--- config.mk ---
export PLATFORM = sky130hd
export DESIGN_NAME = apb2cbus_ctrl_flat
export DESIGN_NICKNAME = d
export VERILOG_FILES = /design/src/rtl/apb2cbus_ctrl_if.sv /design/src/rtl/apb2cbus_ctrl.sv /design/src/flat_wrapper.sv
export SDC_FILE = /design/constraint.sdc
export NUM_CORES = 1
export LEC_CHECK = 0
export CORE_MARGIN = 1.5
export CORE_UTILIZATION = 45
export DETAILED_ROUTE_END_ITERATION = 12
export PLACE_DENSITY = 0.9
export SYNTH_ARGS = -nofsm -noshare
export SYNTH_HDL_FRONTEND = slang
export SYNTH_SLANG_ARGS = --single-unit
export TNS_END_PERCENT = 100
--- constraint.sdc ---
create_clock -name cbus_s_clk -period 5.15 [get_ports cbus_s_clk]
set_input_delay 1.03 -clock cbus_s_clk [delete_from_list [all_inputs] [get_ports cbus_s_clk]]
set_output_delay 1.03 -clock cbus_s_clk [all_outputs]
set_load 0.01 [all_outputs]
--- src/rtl/apb2cbus_ctrl_if.sv ---
// rtl/apb2cbus_ctrl_if.sv - APB4 and CBUS signal bundle for the apb2cbus bridge
//
// Purpose : groups the APB slave-side and CBUS master-side signals of the
//           bridge so that they can be passed as a single port.
// Modports: slave  - bridge view (APB inputs, CBUS request outputs)
//           master - environment view (APB master plus CBUS peripheral)
interface apb2cbus_ctrl_if #(
  parameter int ADDRW = 8,
  parameter int DATAW = 32
);
  logic [ADDRW-1:0]   apb_paddr;
  logic               apb_psel;
  logic               apb_penable;
  logic               apb_pwrite;
  logic [DATAW-1:0]   apb_pwdata;
  logic [DATAW/8-1:0] apb_pstrb;
  logic               apb_pready;
  logic               apb_pslverr;
  logic [DATAW-1:0]   apb_prdata;

  logic               cbus_s_req;
  logic               cbus_s_cmd;
  logic [ADDRW-1:0]   cbus_s_address;
  logic [DATAW/8-1:0] cbus_s_byten;
  logic [9:0]         cbus_s_bytecnt;
  logic               cbus_s_first;
  logic               cbus_s_last;
  logic [DATAW-1:0]   cbus_s_wdata;
  logic [DATAW-1:0]   cbus_s_rdatap;
  logic               cbus_s_rresp;
  logic               cbus_s_waccept;

  modport slave (
    input  apb_paddr, apb_psel, apb_penable, apb_pwrite, apb_pwdata, apb_pstrb,
    output apb_pready, apb_pslverr, apb_prdata,
    output cbus_s_req, cbus_s_cmd, cbus_s_address, cbus_s_byten, cbus_s_bytecnt,
    output cbus_s_first, cbus_s_last, cbus_s_wdata,
    input  cbus_s_rdatap, cbus_s_rresp, cbus_s_waccept
  );

  modport master (
    output apb_paddr, apb_psel, apb_penable, apb_pwrite, apb_pwdata, apb_pstrb,
    input  apb_pready, apb_pslverr, apb_prdata,
    input  cbus_s_req, cbus_s_cmd, cbus_s_address, cbus_s_byten, cbus_s_bytecnt,
    input  cbus_s_first, cbus_s_last, cbus_s_wdata,
    output cbus_s_rdatap, cbus_s_rresp, cbus_s_waccept
  );
endinterface

--- src/rtl/apb2cbus_ctrl.sv ---
// rtl/apb2cbus_ctrl.sv - parametrised APB4-to-CBUS single-beat slave bridge
//
// Purpose : turns each APB access into one registered single-beat CBUS
//           request, with response timeout, clock-disable guard and a
//           saturating error counter.
// Ports   : cbus_s_clk      bridge clock
//           cbus_s_rst_n    asynchronous active-low reset
//           cbus_s_clk_dis  async peripheral clock-disable (synchronised here)
//           bus             apb2cbus_ctrl_if.slave (APB slave + CBUS master)
//           err_cnt         saturating count of error completions

module sync_2ff_arst (
  input  logic i_clk,
  input  logic i_rst_n,
  input  logic i_d,
  output logic o_q
);
  logic r_meta;
  logic r_sync;

  always_ff @(posedge i_clk or negedge i_rst_n) begin
    if (!i_rst_n) begin
      r_meta <= 1'b0;
      r_sync <= 1'b0;
    end else begin
      r_meta <= i_d;
      r_sync <= r_meta;
    end
  end

  assign o_q = r_sync;
endmodule

module apb2cbus_ctrl #(
  parameter int ADDRW = 8,
  parameter int DATAW = 32,
  parameter int TOUT  = 255,
  parameter int TOUTW = 8
) (
  input  logic                  cbus_s_clk,
  input  logic                  cbus_s_rst_n,
  input  logic                  cbus_s_clk_dis,
  apb2cbus_ctrl_if.slave        bus,
  output logic [7:0]            err_cnt
);
  localparam int BW = DATAW / 8;

  localparam logic [1:0] S_IDLE = 2'd0;
  localparam logic [1:0] S_REQ  = 2'd1;
  localparam logic [1:0] S_RESP = 2'd2;

  // Last timer value of the response window; only meaningful when TOUT != 0.
  localparam logic [TOUTW-1:0] TOUT_M1 = TOUTW'(TOUT - 1);

  logic [1:0]       r_state;
  logic             r_req;
  logic             r_cmd;
  logic [ADDRW-1:0] r_addr;
  logic [BW-1:0]    r_byten;
  logic [DATAW-1:0] r_wdata;
  logic [DATAW-1:0] r_prdata;
  logic             r_pready;
  logic             r_pslverr;
  logic [TOUTW-1:0] r_timer;
  logic [7:0]       r_err_cnt;

  logic w_dis_s;
  logic w_access;
  logic w_resp;
  logic w_tout;
  logic w_err_ev;

  sync_2ff_arst u_dis_sync (
    .i_clk   (cbus_s_clk),
    .i_rst_n (cbus_s_rst_n),
    .i_d     (cbus_s_clk_dis),
    .o_q     (w_dis_s)
  );

  assign w_access = bus.apb_psel & bus.apb_penable;
  // Response qualifier follows the direction of the held request.
  assign w_resp   = r_cmd ? bus.cbus_s_rresp : bus.cbus_s_waccept;
  assign w_tout   = (TOUT != 0) && (r_timer == TOUT_M1);

  // Error completions: refused while the peripheral clock is off, or timed out.
  // A response in the timeout cycle takes precedence, so it is not an error.
  assign w_err_ev = ((r_state == S_IDLE) & w_access & w_dis_s) |
                    ((r_state == S_REQ) & ~w_resp & w_tout);

  always_ff @(posedge cbus_s_clk or negedge cbus_s_rst_n) begin
    if (!cbus_s_rst_n) begin
      r_state   <= S_IDLE;
      r_req     <= 1'b0;
      r_cmd     <= 1'b0;
      r_addr    <= '0;
      r_byten   <= '0;
      r_wdata   <= '0;
      r_prdata  <= '0;
      r_pready  <= 1'b0;
      r_pslverr <= 1'b0;
      r_timer   <= '0;
    end else begin
      case (r_state)
        S_IDLE: begin
          if (w_access) begin
            if (w_dis_s) begin
              r_state   <= S_RESP;
              r_pready  <= 1'b1;
              r_pslverr <= 1'b1;
            end else begin
              r_state <= S_REQ;
              r_req   <= 1'b1;
              r_timer <= '0;
              r_addr  <= bus.apb_paddr;
              r_wdata <= bus.apb_pwdata;
              r_cmd   <= ~bus.apb_pwrite;
              r_byten <= bus.apb_pwrite ? bus.apb_pstrb : {BW{1'b1}};
            end
          end
        end
        S_REQ: begin
          r_timer <= r_timer + 1'b1;
          if (w_resp) begin
            r_state   <= S_RESP;
            r_req     <= 1'b0;
            r_pready  <= 1'b1;
            r_pslverr <= 1'b0;
            if (r_cmd) begin
              r_prdata <= bus.cbus_s_rdatap;
            end
          end else if (w_tout) begin
            r_state   <= S_RESP;
            r_req     <= 1'b0;
            r_pready  <= 1'b1;
            r_pslverr <= 1'b1;
            r_prdata  <= '0;
          end
        end
        S_RESP: begin
          r_state   <= S_IDLE;
          r_pready  <= 1'b0;
          r_pslverr <= 1'b0;
        end
        default: begin
          r_state   <= S_IDLE;
          r_req     <= 1'b0;
          r_pready  <= 1'b0;
          r_pslverr <= 1'b0;
        end
      endcase
    end
  end

  always_ff @(posedge cbus_s_clk or negedge cbus_s_rst_n) begin
    if (!cbus_s_rst_n) begin
      r_err_cnt <= 8'd0;
    end else if (w_err_ev && (r_err_cnt != 8'hFF)) begin
      r_err_cnt <= r_err_cnt + 8'd1;
    end
  end

  assign bus.apb_pready     = r_pready;
  assign bus.apb_pslverr    = r_pslverr;
  assign bus.apb_prdata     = r_prdata;
  assign bus.cbus_s_req     = r_req;
  assign bus.cbus_s_cmd     = r_cmd;
  assign bus.cbus_s_address = r_addr;
  assign bus.cbus_s_byten   = r_byten;
  assign bus.cbus_s_wdata   = r_wdata;
  assign bus.cbus_s_bytecnt = 10'(BW);
  assign bus.cbus_s_first   = 1'b1;
  assign bus.cbus_s_last    = 1'b1;
  assign err_cnt            = r_err_cnt;
endmodule
--- src/flat_wrapper.sv ---
// flat-port wrapper written by rule: the top's interface ports become plain ports
module apb2cbus_ctrl_flat 
#(
  parameter int ADDRW = 8,
  parameter int DATAW = 32,
  parameter int TOUT  = 255,
  parameter int TOUTW = 8
)
  (cbus_s_clk, cbus_s_rst_n, cbus_s_clk_dis, err_cnt, bus_apb_paddr, bus_apb_psel, bus_apb_penable, bus_apb_pwrite, bus_apb_pwdata, bus_apb_pstrb, bus_apb_pready, bus_apb_pslverr, bus_apb_prdata, bus_cbus_s_req, bus_cbus_s_cmd, bus_cbus_s_address, bus_cbus_s_byten, bus_cbus_s_bytecnt, bus_cbus_s_first, bus_cbus_s_last, bus_cbus_s_wdata, bus_cbus_s_rdatap, bus_cbus_s_rresp, bus_cbus_s_waccept);
  apb2cbus_ctrl_if #(.ADDRW(ADDRW), .DATAW(DATAW)) bus_i ();
  input  logic cbus_s_clk;
  input  logic cbus_s_rst_n;
  input  logic cbus_s_clk_dis;
  output logic [7:0] err_cnt;
  input wire logic [$bits(bus_i.apb_paddr)-1:0] bus_apb_paddr;
  input wire logic [$bits(bus_i.apb_psel)-1:0] bus_apb_psel;
  input wire logic [$bits(bus_i.apb_penable)-1:0] bus_apb_penable;
  input wire logic [$bits(bus_i.apb_pwrite)-1:0] bus_apb_pwrite;
  input wire logic [$bits(bus_i.apb_pwdata)-1:0] bus_apb_pwdata;
  input wire logic [$bits(bus_i.apb_pstrb)-1:0] bus_apb_pstrb;
  output wire logic [$bits(bus_i.apb_pready)-1:0] bus_apb_pready;
  output wire logic [$bits(bus_i.apb_pslverr)-1:0] bus_apb_pslverr;
  output wire logic [$bits(bus_i.apb_prdata)-1:0] bus_apb_prdata;
  output wire logic [$bits(bus_i.cbus_s_req)-1:0] bus_cbus_s_req;
  output wire logic [$bits(bus_i.cbus_s_cmd)-1:0] bus_cbus_s_cmd;
  output wire logic [$bits(bus_i.cbus_s_address)-1:0] bus_cbus_s_address;
  output wire logic [$bits(bus_i.cbus_s_byten)-1:0] bus_cbus_s_byten;
  output wire logic [$bits(bus_i.cbus_s_bytecnt)-1:0] bus_cbus_s_bytecnt;
  output wire logic [$bits(bus_i.cbus_s_first)-1:0] bus_cbus_s_first;
  output wire logic [$bits(bus_i.cbus_s_last)-1:0] bus_cbus_s_last;
  output wire logic [$bits(bus_i.cbus_s_wdata)-1:0] bus_cbus_s_wdata;
  input wire logic [$bits(bus_i.cbus_s_rdatap)-1:0] bus_cbus_s_rdatap;
  input wire logic [$bits(bus_i.cbus_s_rresp)-1:0] bus_cbus_s_rresp;
  input wire logic [$bits(bus_i.cbus_s_waccept)-1:0] bus_cbus_s_waccept;
  assign bus_i.apb_paddr = bus_apb_paddr;
  assign bus_i.apb_psel = bus_apb_psel;
  assign bus_i.apb_penable = bus_apb_penable;
  assign bus_i.apb_pwrite = bus_apb_pwrite;
  assign bus_i.apb_pwdata = bus_apb_pwdata;
  assign bus_i.apb_pstrb = bus_apb_pstrb;
  assign bus_apb_pready = bus_i.apb_pready;
  assign bus_apb_pslverr = bus_i.apb_pslverr;
  assign bus_apb_prdata = bus_i.apb_prdata;
  assign bus_cbus_s_req = bus_i.cbus_s_req;
  assign bus_cbus_s_cmd = bus_i.cbus_s_cmd;
  assign bus_cbus_s_address = bus_i.cbus_s_address;
  assign bus_cbus_s_byten = bus_i.cbus_s_byten;
  assign bus_cbus_s_bytecnt = bus_i.cbus_s_bytecnt;
  assign bus_cbus_s_first = bus_i.cbus_s_first;
  assign bus_cbus_s_last = bus_i.cbus_s_last;
  assign bus_cbus_s_wdata = bus_i.cbus_s_wdata;
  assign bus_i.cbus_s_rdatap = bus_cbus_s_rdatap;
  assign bus_i.cbus_s_rresp = bus_cbus_s_rresp;
  assign bus_i.cbus_s_waccept = bus_cbus_s_waccept;
  apb2cbus_ctrl #(.ADDRW(ADDRW), .DATAW(DATAW), .TOUT(TOUT), .TOUTW(TOUTW)) u_core (.cbus_s_clk(cbus_s_clk), .cbus_s_rst_n(cbus_s_rst_n), .cbus_s_clk_dis(cbus_s_clk_dis), .bus(bus_i), .err_cnt(err_cnt));
endmodule
== After elaboration in Yosys (flattened, before gate mapping) ==
Index checks and enable logic that the tools add are counted.
Cells by class
  add/sub/neg operators: 2
  equal/unequal tests: 9
  muxes and demuxes: 25
  bitwise gates (word level): 10
  reductions and logical operators: 10
Operators with widths (count)
  32-bit 2-to-1 mux: 3
  8-bit by 1-bit adder with 8-bit output, second input constant: 2
  8-bit 2-to-1 mux: 2
  8-bit case mux with 2 select lines: 1
  3-bit AND reduction: 4
  1-bit 2-to-1 mux: 10
  8-bit == test, second input constant: 1
  2-bit 2-to-1 mux: 4
  8-bit != test, second input constant: 1
  1-bit AND: 5
  4-bit 2-to-1 mux: 1
  2-bit by 1-bit != test with 1-bit output, second input constant: 2
  2-bit != test, second input constant: 2
  1-bit NOT: 4
  1-bit case mux with 2 select lines: 2
  2-bit case mux with 2 select lines: 1
  4-bit AND reduction: 1
  2-bit nonzero test: 2
  3-bit by 1-bit != test with 1-bit output, second input constant: 1
  1-bit case mux with 3 select lines: 1
  2-bit by 1-bit == test with 1-bit output, second input constant: 1
  2-bit == test, second input constant: 1
  2-bit logical NOT: 1
  2-bit AND reduction: 1
  2 further kinds: 2
Word-level totals
  register bits after elaboration: 100
  input bits: 84
  output and inout port bits: 100
  word-level logic and storage cells: 69

== Logic depth before layout (Yosys ltp) ==
Gate-level depths: netlist of run 1.
  depth in word-level cells: 6
  gate-level depth with buffers: 7
  gate-level depth less buffers: 6

== Modules after synthesis ==
Synthesis of run 1 repeated with hierarchy kept, for this count alone.
Second synthesis, totals
  cell total of the unflattened synthesis: 301
  area, all modules: 4083.9 µm²
By module, submodules not included
  apb2cbus_ctrl: instances 1, cells each 299, area an instance 4033.9 µm², sequential area each 2452.4 µm²
  sync_2ff_arst: instances 1, cells each 2, area an instance 50.0 µm², sequential area each 50.0 µm²

== Least setup slack after synthesis of run 1 ==
OpenSTA, ideal clock, no wires.
  kind: input -> register
  from: input bus_cbus_s_waccept
  to: register u_core.r_err_cnt[7], in the netlist u_core.err_cnt[7]
  library setup time: 0.125 ns
  arrival: 2.192 ns
  data required time: 5.025 ns
  path slack: 2.833 ns
  stages: 4
  buffers on the path: 0
  cell sequence: mux2_4 -> nor4_4 -> o2111ai_1 -> mux2_4
Between the ends
  longest elaborated chain between the ends: 6
RTL lines
  from (decl): RTL line flat_wrapper.sv:34  | input wire logic [$bits(bus_i.cbus_s_waccept)-1:0] bus_cbus_s_waccept;
  1-bit 2-to-1 mux: RTL line apb2cbus_ctrl.sv:82  | assign w_resp = r_cmd ? bus.cbus_s_rresp : bus.cbus_s_waccept;
  1-bit NOT: RTL line apb2cbus_ctrl.sv:88  | ((r_state == S_REQ) & ~w_resp & w_tout);
  1-bit AND (2 in series): RTL line apb2cbus_ctrl.sv:88
  1-bit OR: RTL line apb2cbus_ctrl.sv:87  | assign w_err_ev = ((r_state == S_IDLE) & w_access & w_dis_s) |
  1-bit logical AND: RTL line apb2cbus_ctrl.sv:157  | end else if (w_err_ev && (r_err_cnt != 8'hFF)) begin
  to (signal assigned): RTL line apb2cbus_ctrl.sv:158  | r_err_cnt <= r_err_cnt + 8'd1;
  to (decl): RTL line apb2cbus_ctrl.sv:65  | logic [7:0] r_err_cnt;
Every way passes these cells.
A chain may end at the register's enable or synchronous reset.

== Final worst setup path of run 1 ==
  from: input bus_cbus_s_rresp
  to: register u_core.r_prdata[23], in the netlist u_core.bus.apb_prdata[23]
Between the ends
  longest elaborated chain between the ends: 3
  elaborated cells on any way between the ends: 5
  classes of those cells: eq/ne: 1; mux: 2; reduce/logical: 2
RTL lines
  from (decl): RTL line flat_wrapper.sv:33  | input wire logic [$bits(bus_i.cbus_s_rresp)-1:0] bus_cbus_s_rresp;
  1-bit 2-to-1 mux (*): RTL line apb2cbus_ctrl.sv:82
  2-bit by 1-bit != test with 1-bit output (no line) or 2-bit nonzero test (tied branches)
  3-bit AND reduction (no line)
  to (signal assigned): RTL line apb2cbus_ctrl.sv:129  | r_prdata <= bus.cbus_s_rdatap;
  to (decl): RTL line apb2cbus_ctrl.sv:61  | logic [DATAW-1:0] r_prdata;
Every way passes the cells marked *; elsewhere a longest branch is shown, timed or not.

==> results_dict.tcl, run 1 <==
set metrics [dict create \
    synthSimpleGateAreaFrac_pct 17.0 \
    clk_root_buffer_cell "clkbuf_8" \
    status "completed" \
    setup-tns-final_ns 0 \
    synth_fa_ha_area_share_pct 0.919 \
    viasPerCell 5.06 \
    dieArea_um2 9660 \
    grt_pass1_vias 3537 \
    cp.required_ns 5.39 \
    max_stage_delay_ns 0.87 \
    p_per_area_nw_per_um2 446 \
    final_common_cell "clkdlybuf4s50_1" \
    die_x_um 98.3 \
    setup_viol 0 \
    rsz0062_at_grt "no" \
    arrival_ns 3.38 \
    setup.worst_path.class "primary input to register" \
    cts_max_path_buffers 2 \
    ctsHoldBuffers 0 \
    layout_common_cells "clkdlybuf4s50_1, nand2_1, dfrtp_1" \
    synth_top_family_by_area "simple AND/OR/NAND/NOR gates" \
    synth_edf_count 0 \
    rows 34 \
    layout.cells.non_filler 660 \
    place_congestion 0.817 \
    vdd_ir_drop_max_mv 0.235 \
    initial_core_util_pct 46.6 \
    postCtsSetupRepairBufs 0 \
    finalWirelength_um 10400 \
    leakagePower_nw 2.78 \
    dp_cells 644 \
    finalCriticalPeriod_ns 3.14 \
    ys_ff_latch 100 \
    synth_compound_area_share_pct 12.5 \
    wl_per_cell_um 15.8 \
    num_vias 3341 \
    ys.flop_type "dfrtp_1" \
    path_cells "clkdlybuf4s50_1, mux2_4, o31ai_1, nand3_1, a22o_1" \
    clk_pin_slew_ns 0.10 \
    fmax_mhz 318 \
    antenna_found_initial 0 \
    worst_hold_path.num_cells 0 \
    async_flop_share_pct 100 \
    grt_start_max_net_pins 63 \
    synth_mux_area_share_pct 1.29 \
    path_max_fanout 32 \
    setup.worst_path.end_class "register" \
    cap_violations 0 \
    slew_headroom_pct 10.8 \
    synth-xor-area-share_pct 1.93 \
    numPortBuffers 171 \
    ys_types 41 \
    seq_area_frac_synth_pct 61.3 \
    cts-resized-gates 0 \
    areaGrowthSynthToFinish_pct 47.2 \
    drc 0 \
    synth_cells 383 \
    reg2reg_depth 4 \
    clock_latency_ns 0.36 \
    cts_sinks 100 \
    cp-start-kind "primary input" \
    num_io_pins 184 \
    drt_pass1_iterations 4 \
    cp_slowest_cell "nand3_1" \
    drtIter0Drc 140 \
    drive_gt1_share_pct 5.25 \
    nets 634 \
    fillers 640 \
    yosys_warnings 0 \
    antenna_cells 0 \
    dp_hpwl_um 7400 \
    min_path_type "register to register" \
    grt-ovfl-total 0 \
    antenna_left 0 \
    cts_max_level 3 \
    drv_slew 0 \
    core-area_um2 8760 \
    avgSynthCellArea_um2 10.7 \
    chipHeight_um 98.3 \
    grt_pass1_wl_um 17000 \
    skew_ns 0.0118 \
    cts_tree "built" \
    syn_area_um2 4080 \
    track_usage_pct 21.9 \
    hold_viol 0 \
    fin_crit_sh_pct 61.0 \
    cts_buffers 9 \
    worst_pin_slew_ns 1.34 \
]
==> worst paths after layout <==
kind,from,to,slack (ns)
worst max-delay path,bus_cbus_s_rresp,u_core.bus.apb_prdata[23]$_DFFE_PN0P_,2.01
worst min-delay path,u_core.u_dis_sync.r_meta$_DFF_PN0_,u_core.u_dis_sync.o_q$_DFF_PN0_,0.35
worst max register to register,u_core.bus.cbus_s_cmd$_DFFE_PN0P_,u_core.bus.apb_prdata[23]$_DFFE_PN0P_,2.59
worst min register to register,u_core.u_dis_sync.r_meta$_DFF_PN0_,u_core.u_dis_sync.o_q$_DFF_PN0_,0.35
max in group asynchronous,cbus_s_rst_n,u_core.bus.cbus_s_wdata[8]$_DFFE_PN0P_,3.39
min in group asynchronous,cbus_s_rst_n,u_core.bus.cbus_s_wdata[22]$_DFFE_PN0P_,0.61
==> stage by stage <==
| stage | power, mW | cell area (um^2) | setup slack, ns | hold slack (ns) | utilization, % |
|---|---|---|---|---|---|
| 4_1_cts | 2.70 | 6010 | 1.99 | 0.359 | 68.6 |
| 3_3_place_gp | 2.19 | 5830 | 1.73 | 0.338 | 66.6 |
| 3_5_place_dp | 2.23 | 5830 | 1.62 | 0.337 | 66.6 |
| 2_1_floorplan | 1.58 | 4120 | 2.83 | 0.331 | - |
| 6_report | 2.68 | 6010 | 2.01 | 0.354 | 68.6 |
| 5_1_grt | 2.82 | 6010 | 1.80 | 0.377 | 68.6 |
==> cell families after synthesis <==
| kind of cell | after synthesis |
|---|---|
| XOR/XNOR | 9 |
| buffers and inverters | 40 |
| other | 2 |
| flip-flops | 100 |
| AO/OA/AOI/OAI | 65 |
| AND/OR/NAND/NOR | 160 |
| adder cells (fa/ha/maj) | 3 |
| multiplexers | 4 |
==> power breakdown <==
| group | leakage, nW | total, mW | internal [mW] | switching [mW] |
|---|---|---|---|---|
| sequential | 1.26 | 1.21 | 1.03 | 0.179 |
| combinational | 1.43 | 1.00 | 0.610 | 0.391 |
| clock | 0.0848 | 0.462 | 0.181 | 0.281 |
==> flip-flops by register name (all words and copies together), names as in the netlist <==
signal and cells:
u_core.bus.cbus_s_req 1, u_core.bus.apb_pslverr 1, u_core.bus.apb_prdata 32, u_core.r_timer 8
u_core.bus.apb_pready 1, u_core.bus.cbus_s_address 8, u_core.bus.cbus_s_byten 4, u_core.r_state 2
u_core.bus.cbus_s_wdata 32, u_core.u_dis_sync.o_q 1, u_core.bus.cbus_s_cmd 1, u_core.u_dis_sync.r_meta 1
u_core.err_cnt 8
==> worst max-delay path: cells and delay by family <==
| family | cells | cell delay, ns |
|---|---|---|
| compound gates | 2 | 0.75 |
| buf+inv | 1 | 0.42 |
| mux | 1 | 0.30 |
| simple gates | 1 | 0.87 |
==> synth_stat cells (4+ instances only) <==
library cell	n	area [um^2]
nand2_1	127	477
dfrtp_1	100	2500
a22o_1	32	280
clkbuf_1	17	63.8
nor2_1	14	52.6
buf_4	12	90.1
inv_1	9	33.8
xnor2_1	9	78.8
o21ai_0	8	40.0
nand3_1	6	30.0
a31oi_1	4	25.0
==> area by class of cell <==
cell class	instances	area (um^2)	share of cell area [%]
Clock inverter	6	48.8	0.812
Inverter	9	33.8	0.562
Timing Repair Buffer	174	1730	28.8
Clock buffer	10	128	2.12
Sequential cell	100	2500	41.6
Tap cell	108	135	2.25
Multi-Input combinational cell	253	1430	23.8
==> routing by layer <==
metal  part of all wire [%]  vias up  global-route usage, %
met5                      0        -                      0
li1                       -     1590                      -
met2                     52      112                   37.9
met3                    5.9       17                   6.08
met1                     40     1622                   27.0
met4                    1.6        0                   6.28
(Power assumes the default switching activity.)
==> run 2: changes to the inputs <==
Settings changed: CORE_UTILIZATION 45 to 38, PLACE_DENSITY 0.9 to 0.81.
Clock period 5.15 ns to 2.6 ns, I/O delays scaled along.
==> run 2 against run 1 <==
Against the previous run:
- setup slack worse by 1.4 ns
- sequential share of layout area down 0.65 points
- utilization down 9.7 points
- sequential power up 97%
- wire length grew 0.41%
- register-to-register slack worse by 1.9 ns
- cell count is 4.8% higher
- clock power up 110%
- clock-buffer cell count stayed put
- die area rose by 18%
- clock skew up 0.0036 ns
- non-clock buffer count up 4
- highest routed layer unchanged
==> results_dict.tcl, run 2 (synthesized netlist as in run 1, its figures left out) <==
set metrics [dict create \
    status "completed" \
    arrival_ns 2.23 \
    cp.required_ns 2.83 \
    setup-tns-final_ns 0 \
    slew_headroom_pct 54.9 \
    drv_slew 0 \
    drt_pass1_iterations 4 \
    max_stage_delay_ns 0.66 \
    reg2reg_depth 4 \
    ctsHoldBuffers 0 \
    postCtsSetupRepairBufs 0 \
    antenna_left 0 \
    leakagePower_nw 2.81 \
    grt_pass1_vias 3425 \
    fillers 895 \
    critPathBufInv 1 \
    multiInputGateArea_um2 1430 \
    cp-start-kind "primary input" \
    path_cells "clkdlybuf4s50_1, nand3b_1, a2111oi_0, xnor2_1, nor2_1" \
    antenna_found_initial 0 \
    rsz0062_at_grt "no" \
    final_common_cell "clkdlybuf4s50_1" \
    chipHeight_um 107 \
    cts_buffers 9 \
    cts_max_level 3 \
    skew_ns 0.0154 \
    layout_common_cells "clkdlybuf4s50_1, nand2_1, dfrtp_1" \
    path_max_fanout 9 \
    wl_per_cell_um 15.1 \
    clock_latency_ns 0.36 \
    viasPerCell 4.87 \
    dieArea_um2 11400 \
    grt_start_max_net_pins 55 \
    num_io_pins 184 \
    place_congestion 0.874 \
    setup_viol 0 \
    dp_hpwl_um 7650 \
    core-area_um2 10400 \
    cts-resized-gates 0 \
    setup.worst_path.class "primary input to register" \
    initial_core_util_pct 39.4 \
    antenna_cells 0 \
    p_per_area_nw_per_um2 879 \
    rows 37 \
    critPathTopFamily "compound AO/OA/AOI/OAI gates" \
    die_x_um 107 \
    cp_slowest_cell "a2111oi_0" \
    setup.worst_path.end_class "register" \
    min_path_type "primary input to async pin" \
    finalCriticalPeriod_ns 2.00 \
    clk_root_buffer_cell "clkbuf_8" \
    cts_sinks 100 \
    fmax_mhz 501 \
    cts_tree "built" \
    fin_crit_sh_pct 76.8 \
    num_vias 3367 \
    grt_pass1_wl_um 17100 \
    drc 0 \
    numPortBuffers 171 \
    clk_pin_slew_ns 0.10 \
    worst_pin_slew_ns 0.676 \
    cts_max_path_buffers 2 \
    grt-ovfl-total 0 \
    nets 638 \
    vdd_ir_drop_max_mv 0.405 \
    path_depth 5 \
    areaGrowthSynthToFinish_pct 49.5 \
    drive_gt1_share_pct 6.12 \
    cap_violations 0 \
    hold_slack_ns 0.194 \
    seqCellArea_um2 2500 \
    finalWirelength_um 10500 \
    drtIter0Drc 150 \
    track_usage_pct 18.8 \
    hold_viol 0 \
]
==> run 2: worst paths after layout <==
check | start | end | slack (ns)
hold / removal | cbus_s_rst_n | u_core.bus.cbus_s_wdata[21]$_DFFE_PN0P_ | 0.19
min in group cbus_s_clk | u_core.u_dis_sync.r_meta$_DFF_PN0_ | u_core.u_dis_sync.o_q$_DFF_PN0_ | 0.37
setup / recovery | bus_apb_penable | u_core.r_timer[5]$_DFFE_PN0P_ | 0.60
hold reg to reg | u_core.u_dis_sync.r_meta$_DFF_PN0_ | u_core.u_dis_sync.o_q$_DFF_PN0_ | 0.37
max in group asynchronous | cbus_s_rst_n | u_core.bus.apb_pslverr$_DFFE_PN0P_ | 1.72
setup reg to reg | u_core.bus.cbus_s_cmd$_DFFE_PN0P_ | u_core.err_cnt[7]$_DFFE_PN0P_ | 0.68
==> run 2: through the flow <==
step / power, mW / cells / utilization [%] / cell area [um^2] / setup slack [ns]
2_1_floorplan: 3.13 / 393 / - / 4120 / 0.793
3_3_place_gp: 4.37 / 676 / 57.0 / 5910 / 0.318
5_1_grt: 5.66 / 692 / 58.9 / 6100 / 0.461
6_report: 5.36 / 692 / 58.9 / 6100 / 0.603
3_5_place_dp: 4.44 / 676 / 57.0 / 5910 / 0.223
4_1_cts: 5.43 / 692 / 58.9 / 6100 / 0.605
==> run 2: cell type report <==
| class | instances | share of cell area, % |
|---|---|---|
| Sequential cell | 100 | 41.0 |
| Timing Repair Buffer | 178 | 29.1 |
| Multi-Input combinational cell | 253 | 23.4 |
| Tap cell | 136 | 2.79 |
| Clock buffer | 10 | 2.25 |
| Clock inverter | 6 | 0.922 |
| Inverter | 9 | 0.553 |
==> run 2: routing by layer <==
layer  vias to the layer above  share of wire (%)  global-route usage (%)
li1                       1595                  -                       -
met4                         0                1.5                    5.33
met3                        17                6.0                    5.23
met1                      1646                 40                    23.8
met5                         -                  0                       0
met2                       109                 52                    31.6
==> run 2: power by group <==
group	internal [mW]	switching [mW]
Clock	0.394	0.580
Combinational	1.22	0.790
Sequential	2.05	0.335
Total	3.66	1.71
==> run 3: changes to the inputs <==
Settings changed: CORE_UTILIZATION 38 to 42, PLACE_DENSITY 0.81 to 0.85.
Clock period 2.6 ns to 2 ns, I/O delays scaled along.
==> run 3 against run 2 <==
Against the previous run:
- sequential power is 31% higher
- clock-buffer cell count increased by 1
- register-to-register slack got worse by 0.48 ns
- wire length increased by 2.5%
- non-clock buffer count increased by 11
- utilization grew 8.1 points
- clock skew down 0.0019 ns
- worst hold slack better by 0.16 ns
- global-route usage increased by 2.9 points
- critical path depth decreased by 1
- design area rose by 2.4%
- clock power increased by 36%
==> results_dict.tcl, run 3 (synthesized netlist as in run 1, its figures left out) <==
set metrics [dict create \
    antenna_cells 0 \
    post-route-cell-area_um2 6250 \
    drc 0 \
    arrival_ns 2.04 \
    min_path_type "register to register" \
    clock_latency_ns 0.36 \
    top_layer_used "met4" \
    grt_start_max_net_pins 54 \
    cp-start-kind "register" \
    finalWirelength_um 10700 \
    vdd_ir_drop_max_mv 0.624 \
    max_stage_delay_ns 0.44 \
    cp_common_cell "mux2_4" \
    dp_hpwl_um 7890 \
    power_frac_comb_pct 37.5 \
    core-area_um2 9330 \
    m1WireLength_um 4360 \
    die_x_um 102 \
    status "completed" \
    place_congestion 0.827 \
    slew_headroom_pct 66.0 \
    met3_length_um 601 \
    areaGrowthSynthToFinish_pct 53.1 \
    path_cells "mux2_4, nor4_4, o2111ai_1, mux2_4" \
    cts_max_path_buffers 2 \
    power.share.clock_pct 18.6 \
    path_max_fanout 5 \
    track_usage_pct 21.8 \
    num_vias 3415 \
    pwr-share-seq_pct 43.9 \
    cts_buffers 9 \
    wl_per_cell_um 15.4 \
    cts_max_level 3 \
    chipHeight_um 102 \
    place_area_um2 6040 \
    drive_gt1_share_pct 7.58 \
    cts_tree "built" \
    p_total_mw 7.10 \
    wl_met2_um 5650 \
    worst_pin_slew_ns 0.497 \
    final_common_cell "clkdlybuf4s50_1" \
    cts_sinks 100 \
    setup-tns-final_ns 0 \
    cts-resized-gates 0 \
    antenna_found_initial 0 \
    antenna_left 0 \
    setup.worst_path.class "register to register" \
    viasPerCell 4.91 \
    grt-ovfl-total 0 \
    rsz0062_at_grt "no" \
    dp_cells 679 \
    grt_pass1_vias 3503 \
    cap_violations 0 \
    grt_pass1_wl_um 17500 \
    hold_viol 0 \
    power_switching_share_pct 31.0 \
    nets 649 \
    drv_slew 0 \
    clk_pin_slew_ns 0.10 \
    dieArea_um2 10300 \
    setup.worst_path.end_class "register" \
    rows 35 \
    drt_pass1_iterations 5 \
    finalCriticalPeriod_ns 1.80 \
    cp.required_ns 2.24 \
    fmax_mhz 555 \
    leakagePower_nw 2.89 \
    num_io_pins 184 \
    internal_power_mw 4.89 \
    p_sw_mw 2.20 \
    initial_core_util_pct 43.8 \
    fin_crit_sh_pct 90.0 \
    cp_slowest_cell "dfrtp_1" \
    numPortBuffers 171 \
    p_per_area_nw_per_um2 1140 \
    drtIter0Drc 131 \
    layout_common_cells "clkdlybuf4s50_1, nand2_1, dfrtp_1" \
    skew_ns 0.0135 \
    clk_root_buffer_cell "clkbuf_8" \
    layout.cells.non_filler 696 \
    setup_viol 0 \
]
run 3: changes by cell type in the layout (fill, tap and decap cells not counted), sizes merged:
cell / change
buf: +10
clkinv: -1
inv: -1
bufinv: +1
dlygate4sd3: +1
clkbuf: +1
run 3: path summary, 6_finish.rpt:
| path | start | end | slack [ns] | cells after the start |
|---|---|---|---|---|
| min reg2reg | u_core.u_dis_sync.r_meta$_DFF_PN0_ | u_core.u_dis_sync.o_q$_DFF_PN0_ | 0.35 | 0 |
| max reg2reg | u_core.bus.cbus_s_cmd$_DFFE_PN0P_ | u_core.err_cnt[7]$_DFFE_PN0P_ | 0.20 | 4 |
| max | u_core.bus.cbus_s_cmd$_DFFE_PN0P_ | u_core.err_cnt[7]$_DFFE_PN0P_ | 0.20 | 4 |
| min | u_core.u_dis_sync.r_meta$_DFF_PN0_ | u_core.u_dis_sync.o_q$_DFF_PN0_ | 0.35 | 0 |
| max in group asynchronous | cbus_s_rst_n | u_core.bus.apb_prdata[25]$_DFFE_PN0P_ | 0.85 | 3 |
| min in group asynchronous | cbus_s_rst_n | u_core.bus.cbus_s_wdata[21]$_DFFE_PN0P_ | 0.53 | 2 |
run 3: timing repair:
item | 4_1_cts | 5_1_grt
hold buffers | 1 | 0
buffers inserted | 0 | 0
hold endpoints to repair | 31 | 0
run 3: stage by stage:
| step | worst slack (ns) | hold slack [ns] | util, % |
|---|---|---|---|
| after CTS | 0.191 | 0.355 | 67.0 |
| after global routing | 0.0969 | 0.371 | 67.0 |
| after global placement | -0.0868 | 0.341 | 64.7 |
| final | 0.200 | 0.354 | 67.0 |
| after detailed placement | -0.159 | 0.340 | 64.7 |
| after floorplan | 0.234 | 0.104 | - |
run 3: worst max-delay path: cells and delay by family, from the launching register on:
kind,cells,cell delay [ns]
compound gates,1,0.19
flops,1,0.44
mux,2,0.68
simple gates,1,0.39
run 3: layout make-up:
| cell class | instances | area (um^2) |
|---|---|---|
| inverter | 9 | 33.8 |
| tap | 129 | 161 |
| sequential | 100 | 2500 |
| multi-input combinational | 253 | 1430 |
| clock inverter | 5 | 60.1 |
| timing repair buffer | 189 | 1920 |
| clock buffer | 11 | 141 |
| fill | 707 | 3080 |
run 3: metal layers:
metal	track usage, %	vias to the layer above
li1	-	1615
met1	28.1	1673
met2	36.9	117
met3	4.42	10
met4	7.05	0
met5	0	-
run 3: power groups by stage:
stage	Clock, mW	Sequential (mW)	Combinational (mW)
after floorplan	0	3.37	0.705
after global placement	0	3.11	2.59
after detailed placement	0	3.13	2.69
after CTS	1.36	3.12	2.69
after global routing	1.45	3.20	2.86
final	1.32	3.12	2.66
